File: src/rtl/bypass_adder_s_c_pkg.sv
// Shared helpers for the carry-skip adder: block-count arithmetic used at elaboration.
package bypass_adder_s_c_pkg;

  function automatic int num_blocks(input int width, input int blk);
    return width / blk;
  endfunction

endpackage

File: src/rtl/bypass_adder_s_c_block.sv
// One carry-skip block: BLOCK-bit ripple chain plus a propagate-controlled bypass mux.
module bypass_block #(
  parameter int BLOCK = 4
) (
  input  logic [BLOCK-1:0] a,
  input  logic [BLOCK-1:0] b,
  input  logic             ci,
  output logic [BLOCK-1:0] s,
  output logic             co
);

  logic [BLOCK-1:0] p;
  logic [BLOCK-1:0] g;
  logic             rc;
  logic             blk_p;

  assign p     = a ^ b;
  assign g     = a & b;
  assign blk_p = &p;

  always_comb begin
    logic c;
    c = ci;
    s = '0;
    for (int i = 0; i < BLOCK; i++) begin
      s[i] = p[i] ^ c;
      c    = g[i] | (p[i] & c);
    end
    rc = c;
  end

  // When every bit propagates, the block carry-out equals its carry-in.
  assign co = blk_p ? ci : rc;

endmodule

File: src/rtl/bypass_adder_s_c.sv
// Carry-skip adder built from bypass_block slices, with a registered {Cout,Sum}.
module bypass_adder_s_c
  import bypass_adder_s_c_pkg::*;
#(
  parameter int WIDTH = 32,
  parameter int BLOCK = 4
) (
  input  logic             clk,
  input  logic             rst,
  input  logic [WIDTH-1:0] A,
  input  logic [WIDTH-1:0] B,
  input  logic             Cin,
  output logic [WIDTH-1:0] Sum,
  output logic             Cout
);

  localparam int NB = num_blocks(WIDTH, BLOCK);

  generate
    if (BLOCK < 1 || BLOCK > WIDTH || (WIDTH % BLOCK) != 0) begin : g_param_err
      $error("bypass_adder_s_c: WIDTH must be a positive multiple of BLOCK");
    end
  endgenerate

  logic [WIDTH-1:0] sum_comb;
  logic [WIDTH-1:0] sum_d, sum_q;
  logic             cout_d, cout_q;

  for (genvar k = 0; k < NB; k++) begin : g_blk
    logic ci;
    logic co;

    if (k == 0) begin : g_first
      assign ci = Cin;
    end else begin : g_next
      assign ci = g_blk[k-1].co;
    end

    bypass_block #(.BLOCK(BLOCK)) u_blk (
      .a  (A[k*BLOCK +: BLOCK]),
      .b  (B[k*BLOCK +: BLOCK]),
      .ci (ci),
      .s  (sum_comb[k*BLOCK +: BLOCK]),
      .co (co)
    );
  end

  always_comb begin
    sum_d  = sum_comb;
    cout_d = g_blk[NB-1].co;
  end

  always_ff @(posedge clk or posedge rst) begin
    if (rst) begin
      sum_q  <= '0;
      cout_q <= 1'b0;
    end else begin
      sum_q  <= sum_d;
      cout_q <= cout_d;
    end
  end

  assign Sum  = sum_q;
  assign Cout = cout_q;

endmodule

File: config.mk
export PLATFORM = sky130hd
export DESIGN_NAME = bypass_adder_s_c
export DESIGN_NICKNAME = d
export VERILOG_FILES = /design/src/rtl/bypass_adder_s_c_pkg.sv /design/src/rtl/bypass_adder_s_c_block.sv /design/src/rtl/bypass_adder_s_c.sv
export SDC_FILE = /design/constraint.sdc
export NUM_CORES = 1
export LEC_CHECK = 0
export ABC_AREA = 1
export ABC_CLOCK_PERIOD_IN_PS = 2300
export CORE_MARGIN = 1.5
export CORE_UTILIZATION = 45
export CTS_CLUSTER_SIZE = 14
export DETAILED_ROUTE_END_ITERATION = 8
export PLACE_DENSITY = 0.84
export SLEW_MARGIN = 20
export SYNTH_ARGS = -nofsm -noshare
export SYNTH_HDL_FRONTEND = slang
export SYNTH_SLANG_ARGS = --single-unit
File: constraint.sdc
create_clock -name clk -period 2.3 [get_ports clk]
set_input_delay 0.345 -clock clk [delete_from_list [all_inputs] [get_ports clk]]
set_output_delay 0.345 -clock clk [all_outputs]
set_load 0.005 [all_outputs]
==> results <==
- The total count of max-transition violations in the final report came to 0.
- Buffers placed on the I/O ports in this run total 99.
- The leakage power figure is 1.77 nW.
- The ratio of routed vias to standard cells is 4.73.
- The starting DRC count in detailed routing is 33.
- The H-tree depth is 2.
- Cells fill 87.6% of the core in the end.
- The minimum clock period after layout is 13.53 ns.
- Power comes to 2.08 mW.
- The filler cells instantiated in the layout total 202.
- The placed wire-length estimate is 3940 um.
- The largest net degree at the start of global routing is 34.
- Clock tree synthesis selected as its root buffer the cell clkbuf_8.
- The headroom to the max-slew limit is 72.5%.
- The switching part of the total is 26.8%.
- The total iterations of the first detailed-routing run is 4.
- The share of the synthesized area in the top cell type is 38.3%.
- The data arrival time at the worst-slack endpoint is 13.75 ns.
- The internal power of the cells totals 1.52 mW.
- The max-capacitance violation count is 0.
- The total congestion overflow after global routing is 0.
- The tightest min-delay check is of the input pin to async pin type.
- The relative contribution of sequential cells to total power is 35.7%.
- The flow ran to the end, but the final reports show violations.
- The netlist area before placement is 2160 um2.
- The height of the chip is 72.2 um.
- Once routing completed, OpenROAD measured the worst setup slack at -11.23 ns.
- For the worst setup path, the data required time is 2.51 ns.
- By startpoint and endpoint, the worst setup path is classified as input pin to flip-flop.
- The number of hold-slack violations in the final timing report is 0.
- The cell occurring most often along the worst timing path is fa_2.
- The final weighted congestion of routability-driven global placement is 0.755.
- The worst path uses 588% of the clock period.
- The number of global-route vias before repair was 2079.
- CTS saw 33 sinks.
- The pre-CTS worst setup slack is -11.91 ns.
- The post-route netlist has 41.0% of its cells at a drive strength greater than 1.
- Summing all non-filler instances in the final layout gives an area of 3920 um2.
- The core area is 4470 um2.
- The power spent charging and discharging nets is 0.557 mW.
- After detailed routing, the average wire length per cell comes to 16.9 um.
- The number of nets in the layout is 448.
- The timing-limited maximum frequency is 0.0739 GHz.
- The maximum fanout count along the critical path is 2.
- The cell count after synthesis came out at 151.
- In this run, the clock network consumes 20.6% of the power.
- The kind of end point of the critical path is a flip-flop.
- The checks that failed: negative setup slack.
- The transition at the pin with the smallest max-transition slack is 0.413 ns.
- The number of nets handed over by synthesis was 282.
- The placed standard-cell area is 3510 um2.
- The distinct cell type count of the synthesized netlist is 16.
- The average instance in the mapped netlist occupies 14.3 um2.
- Of all cell types, the one taking the most synthesized area is dfrtp_1.
- The largest buffer count on any clock path is 2.
- Dividing total power by cell area gives a power density of 530 nW/um2.
- The DRC violation count after routing is 0.
- STA classifies the critical path startpoint as an input pin.
- The clock transition at the registers of the reported paths is 0.07 ns.
- The sequential cell area fraction in the yosys report is 38.3%.
- The number of I/O pins is 100.
- The cell with the largest stage delay on the worst path is fa_2.
- The setup total negative slack is -170.85 ns.
- The floorplan step defined a die boundary enclosing 5220 um2.
- In the post-synthesis netlist, the biggest area contributors are dfrtp_1 (38%), fa_1 (30%), ha_1 (19%).
- The Yosys step of the flow raised 0 warnings.
- The routed design has 6230 um of wire.
- TritonCTS created 5 clock buffers.
- The post-synthesis to final-layout area growth is 81.8%.
- IR analysis of the VDD net gives a maximum drop of 0.373 mV.
- The TritonCTS clock tree is yes.
- The count of final setup violators is 29.
- The count of nets left with antenna violations once routing finished came out at 0.
- In this run the horizontal extent of the chip is 72.2 um.
- Global routing consumed, over all layers together, 25.3% of the routing resources.
- In this run the core area contains 24 standard-cell rows.
- The total number of vias is 1746.
- The fraction of power consumed by combinational cells is 43.7%.
- The number of antenna violations at the first check in global routing is 0.
- The starting utilization of the core area is 48.2%.
- Setup repair after global routing could not meet its margin everywhere.
- The synthesized design contains 33 register bits.
- The antenna diode count is 0.
- The first-pass GRT wire length is 9700 um.
- The stage delay of the slowest cell on the critical path is 0.43 ns.
[worst max-delay path: cells and delay by family]
family	cells	cell delay, ns
buf+inv	6	0.35
compound gates	2	0.26
fa+ha+maj	32	11.03
simple gates	12	1.74
[cells by family (layout without fill, tap and decap cells)]
logic type | count (synthesis) | after routing | share of synthesized area [%]
adder cells (fa/ha/maj) | 64 | 64 | 48.3
AND/OR/NAND/NOR | 36 | 36 | 9.87
flip-flops | 33 | 33 | 38.3
buffers and inverters | 16 | 182 | 2.79
AO/OA/AOI/OAI | 2 | 2 | 0.754
[per-stage QoR]
| stage | hold slack, ns | std cells |
|---|---|---|
| 5_1_grt | 0.485 | 369 |
| 3_5_place_dp | 0.770 | 325 |
| 3_3_place_gp | 0.764 | 325 |
| 2_1_floorplan | 0.474 | 151 |
| 6_report | 0.479 | 369 |
| 4_1_cts | 0.474 | 371 |
[flip-flops by register name (all words and copies together), names as in the netlist]
name  count
Sum      32
Cout      1
[cells in the final DEF (no fill, tap or decap)]
cell,instances
dlygate4sd2_1,2
ha_1,32
fa_2,32
or2_4,3
inv_12,1
nor2_1,2
nand2_2,5
clkbuf_1,1
nand4_1,5
nand2_1,7
o21bai_4,1
buf_4,59
o21ai_2,1
clkdlybuf4s50_1,94
nand3_1,1
and2_4,5
dfrtp_1,33
inv_2,5
buf_12,1
nand3_2,4
inv_1,9
inv_8,1
clkbuf_8,6
nor2_2,1
or2_1,1
nand3_4,2
buf_6,3
[worst max-delay path by stage]
stage / from / to / slack, ns / cells past startpoint
after floorplan: A[0] / Sum[31] / -10.91 / 51
after global placement: A[0] / Sum[31] / -11.79 / 52
after detailed placement: A[0] / Sum[31] / -11.91 / 52
after CTS: A[0] / Sum[31] / -11.16 / 52
after global routing: A[0] / Sum[31] / -11.53 / 52
final: A[0] / Sum[31] / -11.23 / 52
[power groups by stage]
| stage | clock network (mW) | registers [mW] | logic [mW] |
|---|---|---|---|
| after global placement | 0 | 0.742 | 0.708 |
| after floorplan | 0 | 0.763 | 0.205 |
| after global routing | 0.458 | 0.750 | 0.982 |
| final | 0.427 | 0.741 | 0.907 |
| after CTS | 0.432 | 0.737 | 0.867 |
| after detailed placement | 0 | 0.748 | 0.740 |
[cell type report]
cell class / instances / area [um2] / area share (%)
multi-input combinational: 102 / 1410 / 35.9
inverter: 16 / 80.1 / 2.04
timing repair buffer: 159 / 1460 / 37.1
tap: 52 / 65.1 / 1.66
sequential: 33 / 826 / 21.1
clock buffer: 7 / 86.3 / 2.20
[synthesized netlist by cell type]
cell type and number:
ha_1 32, nor2_2 1, and2_2 1, fa_1 32
inv_1 16, nand3_2 6, o21ai_1 1, nand4_1 5
o21bai_2 1, or2_2 3, and2_1 4, dfrtp_1 33
or2_1 1, nand2_1 12, nor2_1 2, nand3_1 1
[repair_timing]
action	in CTS	in global routing
setup endpoints to repair	29	29
buffers inserted	39	1
pin swaps	14	7
resized for setup	25	9
hold buffers	0	0
[layer usage]
layer | share of wire, % | vias to the layer above | track usage (%)
met5 | 0 | - | 0
met4 | 2.9 | 0 | 9.85
met3 | 4.5 | 16 | 5.00
met2 | 58 | 65 | 49.4
met1 | 35 | 877 | 26.4
li1 | - | 788 | -
Power figures use the tool's default switching activity.
